$ cat src/rtl/horner_poly_seq_if.sv
// Request/response bundle between a client and the Horner polynomial evaluator.
interface horner_poly_seq_if #(
  parameter int unsigned N   = 13,
  parameter int unsigned DEG = 3
);
  logic                   start_i;
  logic [N-1:0]           x_i;
  logic [(DEG+1)*N-1:0]   coef_i;
  logic                   busy_o;
  logic                   done_o;
  logic [N-1:0]           y_o;
  logic                   ovf_o;

  modport master (
    output start_i, x_i, coef_i,
    input  busy_o, done_o, y_o, ovf_o
  );

  modport slave (
    input  start_i, x_i, coef_i,
    output busy_o, done_o, y_o, ovf_o
  );
endinterface

$ cat src/rtl/horner_poly_seq.sv
// Horner-scheme unsigned fixed-point polynomial evaluator driving an external pipelined multiplier.
// Define HORNER_ROUND_EN to round half-up at the fractional shift; otherwise the product is truncated.
module horner_poly_seq #(
  parameter int unsigned N       = 13,
  parameter int unsigned DEG     = 3,
  parameter int unsigned FRAC    = 10,
  parameter int unsigned MUL_LAT = 4
) (
  input  logic              clkn_i,
  input  logic              rstn_i,
  horner_poly_seq_if.slave  req,
  output logic [N-1:0]      mul_a_o,
  output logic [N-1:0]      mul_b_o,
  input  logic [2*N-1:0]    mul_p_i
);

  localparam int unsigned KW = (DEG + 1 > 1) ? $clog2(DEG + 1) : 1;
  localparam int unsigned CW = (MUL_LAT + 1 > 1) ? $clog2(MUL_LAT + 1) : 1;
  localparam int unsigned TW = 2*N - FRAC + 1;
  localparam int unsigned SW = TW + 1;

  typedef enum logic [2:0] {
    S_IDLE,
    S_ISSUE,
    S_WAIT,
    S_ACC,
    S_DONE
  } state_t;

  state_t state_q, state_d;

  logic [N-1:0]       x_q;
  logic [DEG*N-1:0]   coef_q;  // c[DEG] goes straight into acc, so only c[DEG-1:0] is kept
  logic [N-1:0]       acc_q;
  logic [KW-1:0]      k_q;
  logic [CW-1:0]      cnt_q;
  logic [2*N-1:0]     p_q;

  logic [N-1:0]       coef_sel;
  logic [2*N:0]       p_adj;
  logic [TW-1:0]      t;
  logic [SW-1:0]      s;
  logic               sat;
  logic [N-1:0]       acc_d;

  always_comb begin
    coef_sel = '0;
    for (int unsigned i = 0; i < DEG; i++) begin
      if (k_q == KW'(i + 1)) coef_sel = coef_q[i*N +: N];
    end
  end

`ifdef HORNER_ROUND_EN
  localparam logic [2*N:0] HALF = (2*N+1)'(1) << (FRAC - 1);
  assign p_adj = {1'b0, p_q} + HALF;
`else
  assign p_adj = {1'b0, p_q};
`endif

  assign t     = TW'(p_adj >> FRAC);
  assign s     = {1'b0, t} + SW'(coef_sel);
  assign sat   = |s[SW-1:N];
  assign acc_d = sat ? '1 : s[N-1:0];

  always_ff @(negedge clkn_i) begin
    if (rstn_i) state_q <= S_IDLE;
    else        state_q <= state_d;
  end

  always_comb begin
    state_d = state_q;
    case (state_q)
      S_IDLE:  if (req.start_i) state_d = S_ISSUE;
      S_ISSUE: state_d = S_WAIT;
      S_WAIT:  if (cnt_q == '0) state_d = S_ACC;
      S_ACC:   state_d = (k_q == KW'(1)) ? S_DONE : S_ISSUE;
      S_DONE:  state_d = S_IDLE;
      default: state_d = S_IDLE;
    endcase
  end

  assign req.busy_o = (state_q != S_IDLE);

  always_ff @(negedge clkn_i) begin
    if (rstn_i) begin
      x_q        <= '0;
      coef_q     <= '0;
      acc_q      <= '0;
      k_q        <= '0;
      cnt_q      <= '0;
      p_q        <= '0;
      mul_a_o    <= '0;
      mul_b_o    <= '0;
      req.y_o    <= '0;
      req.done_o <= 1'b0;
      req.ovf_o  <= 1'b0;
    end else begin
      req.done_o <= 1'b0;
      case (state_q)
        S_IDLE: begin
          if (req.start_i) begin
            x_q       <= req.x_i;
            coef_q    <= req.coef_i[DEG*N-1:0];
            acc_q     <= req.coef_i[DEG*N +: N];
            k_q       <= KW'(DEG);
            req.ovf_o <= 1'b0;
          end
        end
        S_ISSUE: begin
          mul_a_o <= acc_q;
          mul_b_o <= x_q;
          cnt_q   <= CW'(MUL_LAT);
        end
        S_WAIT: begin
          if (cnt_q == '0) p_q   <= mul_p_i;
          else             cnt_q <= cnt_q - CW'(1);
        end
        S_ACC: begin
          acc_q <= acc_d;
          k_q   <= k_q - KW'(1);
          if (sat) req.ovf_o <= 1'b1;
          // The result register is loaded on entry to DONE so done_o and y_o change together.
          if (k_q == KW'(1)) begin
            req.y_o    <= acc_d;
            req.done_o <= 1'b1;
          end
        end
        default: ;
      endcase
    end
  end

endmodule

$ cat src/flat_wrapper.sv
// flat-port wrapper written by rule: the top's interface ports become plain ports
module horner_poly_seq_flat 
#(
  parameter int unsigned N       = 13,
  parameter int unsigned DEG     = 3,
  parameter int unsigned FRAC    = 10,
  parameter int unsigned MUL_LAT = 4
)
  (clkn_i, rstn_i, mul_a_o, mul_b_o, mul_p_i, req_start_i, req_x_i, req_coef_i, req_busy_o, req_done_o, req_y_o, req_ovf_o);
  horner_poly_seq_if #(.N(N), .DEG(DEG)) req_i ();
  input  logic clkn_i;
  input  logic rstn_i;
  output logic [N-1:0] mul_a_o;
  output logic [N-1:0] mul_b_o;
  input  logic [2*N-1:0] mul_p_i;
  input wire logic [$bits(req_i.start_i)-1:0] req_start_i;
  input wire logic [$bits(req_i.x_i)-1:0] req_x_i;
  input wire logic [$bits(req_i.coef_i)-1:0] req_coef_i;
  output wire logic [$bits(req_i.busy_o)-1:0] req_busy_o;
  output wire logic [$bits(req_i.done_o)-1:0] req_done_o;
  output wire logic [$bits(req_i.y_o)-1:0] req_y_o;
  output wire logic [$bits(req_i.ovf_o)-1:0] req_ovf_o;
  assign req_i.start_i = req_start_i;
  assign req_i.x_i = req_x_i;
  assign req_i.coef_i = req_coef_i;
  assign req_busy_o = req_i.busy_o;
  assign req_done_o = req_i.done_o;
  assign req_y_o = req_i.y_o;
  assign req_ovf_o = req_i.ovf_o;
  horner_poly_seq #(.N(N), .DEG(DEG), .FRAC(FRAC), .MUL_LAT(MUL_LAT)) u_core (.clkn_i(clkn_i), .rstn_i(rstn_i), .req(req_i), .mul_a_o(mul_a_o), .mul_b_o(mul_b_o), .mul_p_i(mul_p_i));
endmodule
$ cat config.mk
export PLATFORM = sky130hd
export DESIGN_NAME = horner_poly_seq_flat
export DESIGN_NICKNAME = d
export VERILOG_FILES = /design/src/rtl/horner_poly_seq_if.sv /design/src/rtl/horner_poly_seq.sv /design/src/flat_wrapper.sv
export SDC_FILE = /design/constraint.sdc
export NUM_CORES = 1
export LEC_CHECK = 0
export BUFFER_PORTS_ARGS = -buffer_cell sky130_fd_sc_hd__buf_2
export CAP_MARGIN = 20
export CORE_UTILIZATION = 45
export DETAILED_ROUTE_END_ITERATION = 6
export PLACE_DENSITY = 0.66
export SYNTH_ARGS = -nofsm -noshare
export SYNTH_HDL_FRONTEND = slang
export SYNTH_SLANG_ARGS = --single-unit
$ cat constraint.sdc
create_clock -name clkn_i -period 9.3 [get_ports clkn_i]
set_clock_uncertainty 0.05 [all_clocks]
set_input_delay 0.93 -clock clkn_i [delete_from_list [all_inputs] [get_ports clkn_i]]
set_output_delay 0.93 -clock clkn_i [all_outputs]
set_load 0.1 [all_outputs]
==> flow_summary.json <==
{
  "seqPwrFrac": 0.333,
  "whs_path_depth": 2,
  "p_per_area_mw_per_mm2": 257,
  "worst-path-buf-inv": 2,
  "stdcell_area_mm2": 0.00756,
  "synth_flop_cell": "dfxtp_1",
  "path_cells": "nor3_1, inv_1, buf_2",
  "rows": 40,
  "gr-usage-met3": 0.101,
  "r2r-end": "u_core.req.y_o[2]$_SDFFE_NP0P_",
  "synth_compound_area_frac": 0.222,
  "worstMarginPinSlew_ns": 1.05,
  "cts-resized-gates": 0,
  "use_met1": 0.274,
  "critPathMaxFanout": 9,
  "start_util": 0.470,
  "setup_tns_ns": 0,
  "pwr-share-clk": 0.477,
  "drtIter0Drc": 425,
  "p_leak_uw": 0.00362,
  "clock_tree.buffer_depth": 2,
  "ant_nets": 0,
  "p_int_uw": 1250,
  "grtUsageTotal": 0.235,
  "drv_slew": 0,
  "synthAdderAreaFrac": 0.0426,
  "critPathCaptureType": "primary output",
  "cts_tree": "built",
  "cpMaxStageDelayCell": "nor3_1",
  "routedWlPerCell_um": 12.8,
  "grt_max_degree": 101,
  "antenna_found_initial": 0,
  "whs_endpoint": "u_core.mul_a_o[4]$_SDFFE_NP0P_",
  "busiest_layer": "met2",
  "synth.area.mux_share": 0.00391,
  "met2_usage": 0.361,
  "dieWidth_um": 115,
  "die_height_um": 115,
  "setup_ws_ns": 2.08,
  "dieArea_mm2": 0.0133,
  "combinationalPowerShare": 0.190,
  "cts-buffers-inserted": 17,
  "crit_arrival_ns": 6.24,
  "rsz0062_at_grt": "no",
  "syn_nets": 850,
  "postCtsHoldBufs": 0,
  "drc": 0,
  "sw_frac_of_total": 0.358,
  "vdd_drop_max_uv": 131,
  "regToRegStartpoint": "u_core.k_q[0]$_SDFFE_NP0P_",
  "finalWirelength_um": 14700,
  "placed_cell_area_mm2": 0.00644,
  "area_growth_pct": 31.3,
  "final_layout_size_suffix_gt1_frac": 0.182,
  "startpoint_type": "flip-flop",
  "synth_cell_types": 46,
  "preCtsSetupSlack_ns": 2.15,
  "final_nets": 1077,
  "htreeDepth": 4,
  "path_clk_slew_ns": 0.04,
  "io_buffers": 125,
  "synth_area_mm2": 0.00576,
  "fillers": 1163,
  "worstPathRequired_ns": 8.32,
  "syn-instance-count": 737,
  "gp_congestion": 0.898,
  "root_buffer": "clkbuf_16",
  "r2r_cells": 13,
  "p_switching_uw": 694,
  "relSlewSlack": 0.301,
  "drt-pass1-iter-count": 5,
  "layout_common_cells": "nand2_1 (206), inv_1 (140), a21oi_1 (133)",
  "synthXorXnorAreaFrac": 0.0198,
  "yosysWarnings": 0,
  "synth.ff_latch_count": 130,
  "avgViaCountPerCell": 5.07,
  "cp_top_family": "simple AND/OR/NAND/NOR gates",
  "finalSetupViolations": 0,
  "antenna_cells": 0,
  "outcome": "complete, no violations",
  "final_common_cell": "nand2_1",
  "crit_path_max_incr_delay_ns": 0.39,
  "insertion_delay_ns": 0.45,
  "hold_viol_final": 0,
  "io_pins": 136,
  "hp-class": "flip-flop to flip-flop",
  "vias": 5808,
  "cts.sinks": 130,
  "grt_pass1_wl_um": 24100,
  "avgSynthCellArea_um2": 7.81,
  "path_class": "flip-flop to primary output",
  "synth-simple-area-share": 0.213,
  "synth_edf_count": 0,
  "grt_pass1_vias": 5627,
  "drv_cap": 0,
  "hp-start": "u_core.acc_q[4]$_SDFFE_NP0P_",
  "synthArstFlopShare": 0,
  "hpwl_um": 9700,
  "grt-ovfl-total": 0,
  "post_cts_buffers": 0,
  "synth_top_family_by_area": "compound AO/OA/AOI/OAI gates",
  "core_area_mm2": 0.0123,
  "regToRegSetupSlack_ns": 4.98,
  "ys_seq_area_frac": 0.452
}
[cell type report]
class                           count  area, µm²  share of cell area
Multi-Input combinational cell    542       2890               0.383
Sequential cell                   130       2600               0.344
Clock inverter                    145        693              0.0917
Timing Repair Buffer              132        693              0.0917
Clock buffer                       17        425              0.0563
Tap cell                          168        210              0.0278
Inverter                           11       41.3             0.00546
[worst min-delay path, delay by kind of cell, from the launching register on]
family / cells / cell delay [ns]
flops: 1 / 0.30
simple gates: 1 / 0.05
compound gates: 1 / 0.05
[per-stage QoR]
stage               hold WS [ns]  instances  utilization  power (µW)
floorplan                  0.377        737            -        1020
global placement           0.387        983        0.524        1090
detailed placement         0.392        984        0.526        1110
CTS                        0.392       1145        0.617        1970
global route               0.397       1145        0.617        2090
finish                     0.389       1145        0.617        1940
[cell usage after synthesis, drive strengths merged (13+ instances only)]
library cell	n	share of area
o21ai	18	0.016
ha	18	0.039
nand2	207	0.13
and3	14	0.015
a21oi	133	0.12
a31oi	13	0.014
nor2	35	0.023
clkbuf	39	0.025
a21o	15	0.020
dfxtp	130	0.45
buf	14	0.013
nand3	20	0.017
[layer usage]
layer / up-vias / wire length, µm
li1: 2974 / -
met4: 0 / 259
met5: - / 0
met3: 17 / 810
met2: 168 / 6900
met1: 2649 / 6710
[power by group through the flow]
stage	Clock [µW]	Combinational, µW	Sequential, µW
global placement	85.2	358	649
floorplan	85.2	248	685
finish	926	370	646
CTS	952	371	645
detailed placement	85.2	368	652
global route	1030	409	650
[worst max path at each step]
stage / from / endpoint / slack (ns) / depth (start not counted)
after floorplan: u_core.state_q[1]$_SDFFE_NP0P_ / req_busy_o / 2.47 / 3
after global placement: req_start_i / u_core.acc_q[11]$_SDFFE_NP0P_ / 1.76 / 6
after detailed placement: rstn_i / u_core.coef_q[20]$_SDFFE_NP0P_ / 2.15 / 3
after CTS: u_core.state_q[0]$_SDFFE_NP0P_ / req_busy_o / 2.07 / 3
after global routing: u_core.state_q[0]$_SDFFE_NP0P_ / req_busy_o / 1.92 / 3
final: u_core.state_q[0]$_SDFFE_NP0P_ / req_busy_o / 2.08 / 3
[sequential cells by signal (all words and copies together), names as in the netlist]
signal,count
u_core.acc_q,13
u_core.cnt_q,3
u_core.coef_q,39
u_core.k_q,2
u_core.mul_a_o,13
u_core.mul_b_o,13
u_core.p_q,16
u_core.req.done_o,1
u_core.req.ovf_o,1
u_core.req.y_o,13
u_core.state_q,3
u_core.x_q,13
[cell families after synthesis]
group,after synthesis
flops,130
buf+inv,65
fa+ha+maj,19
xor+xnor,13
compound gates,211
simple gates,298
mux,1
(Power assumes the default switching activity.)
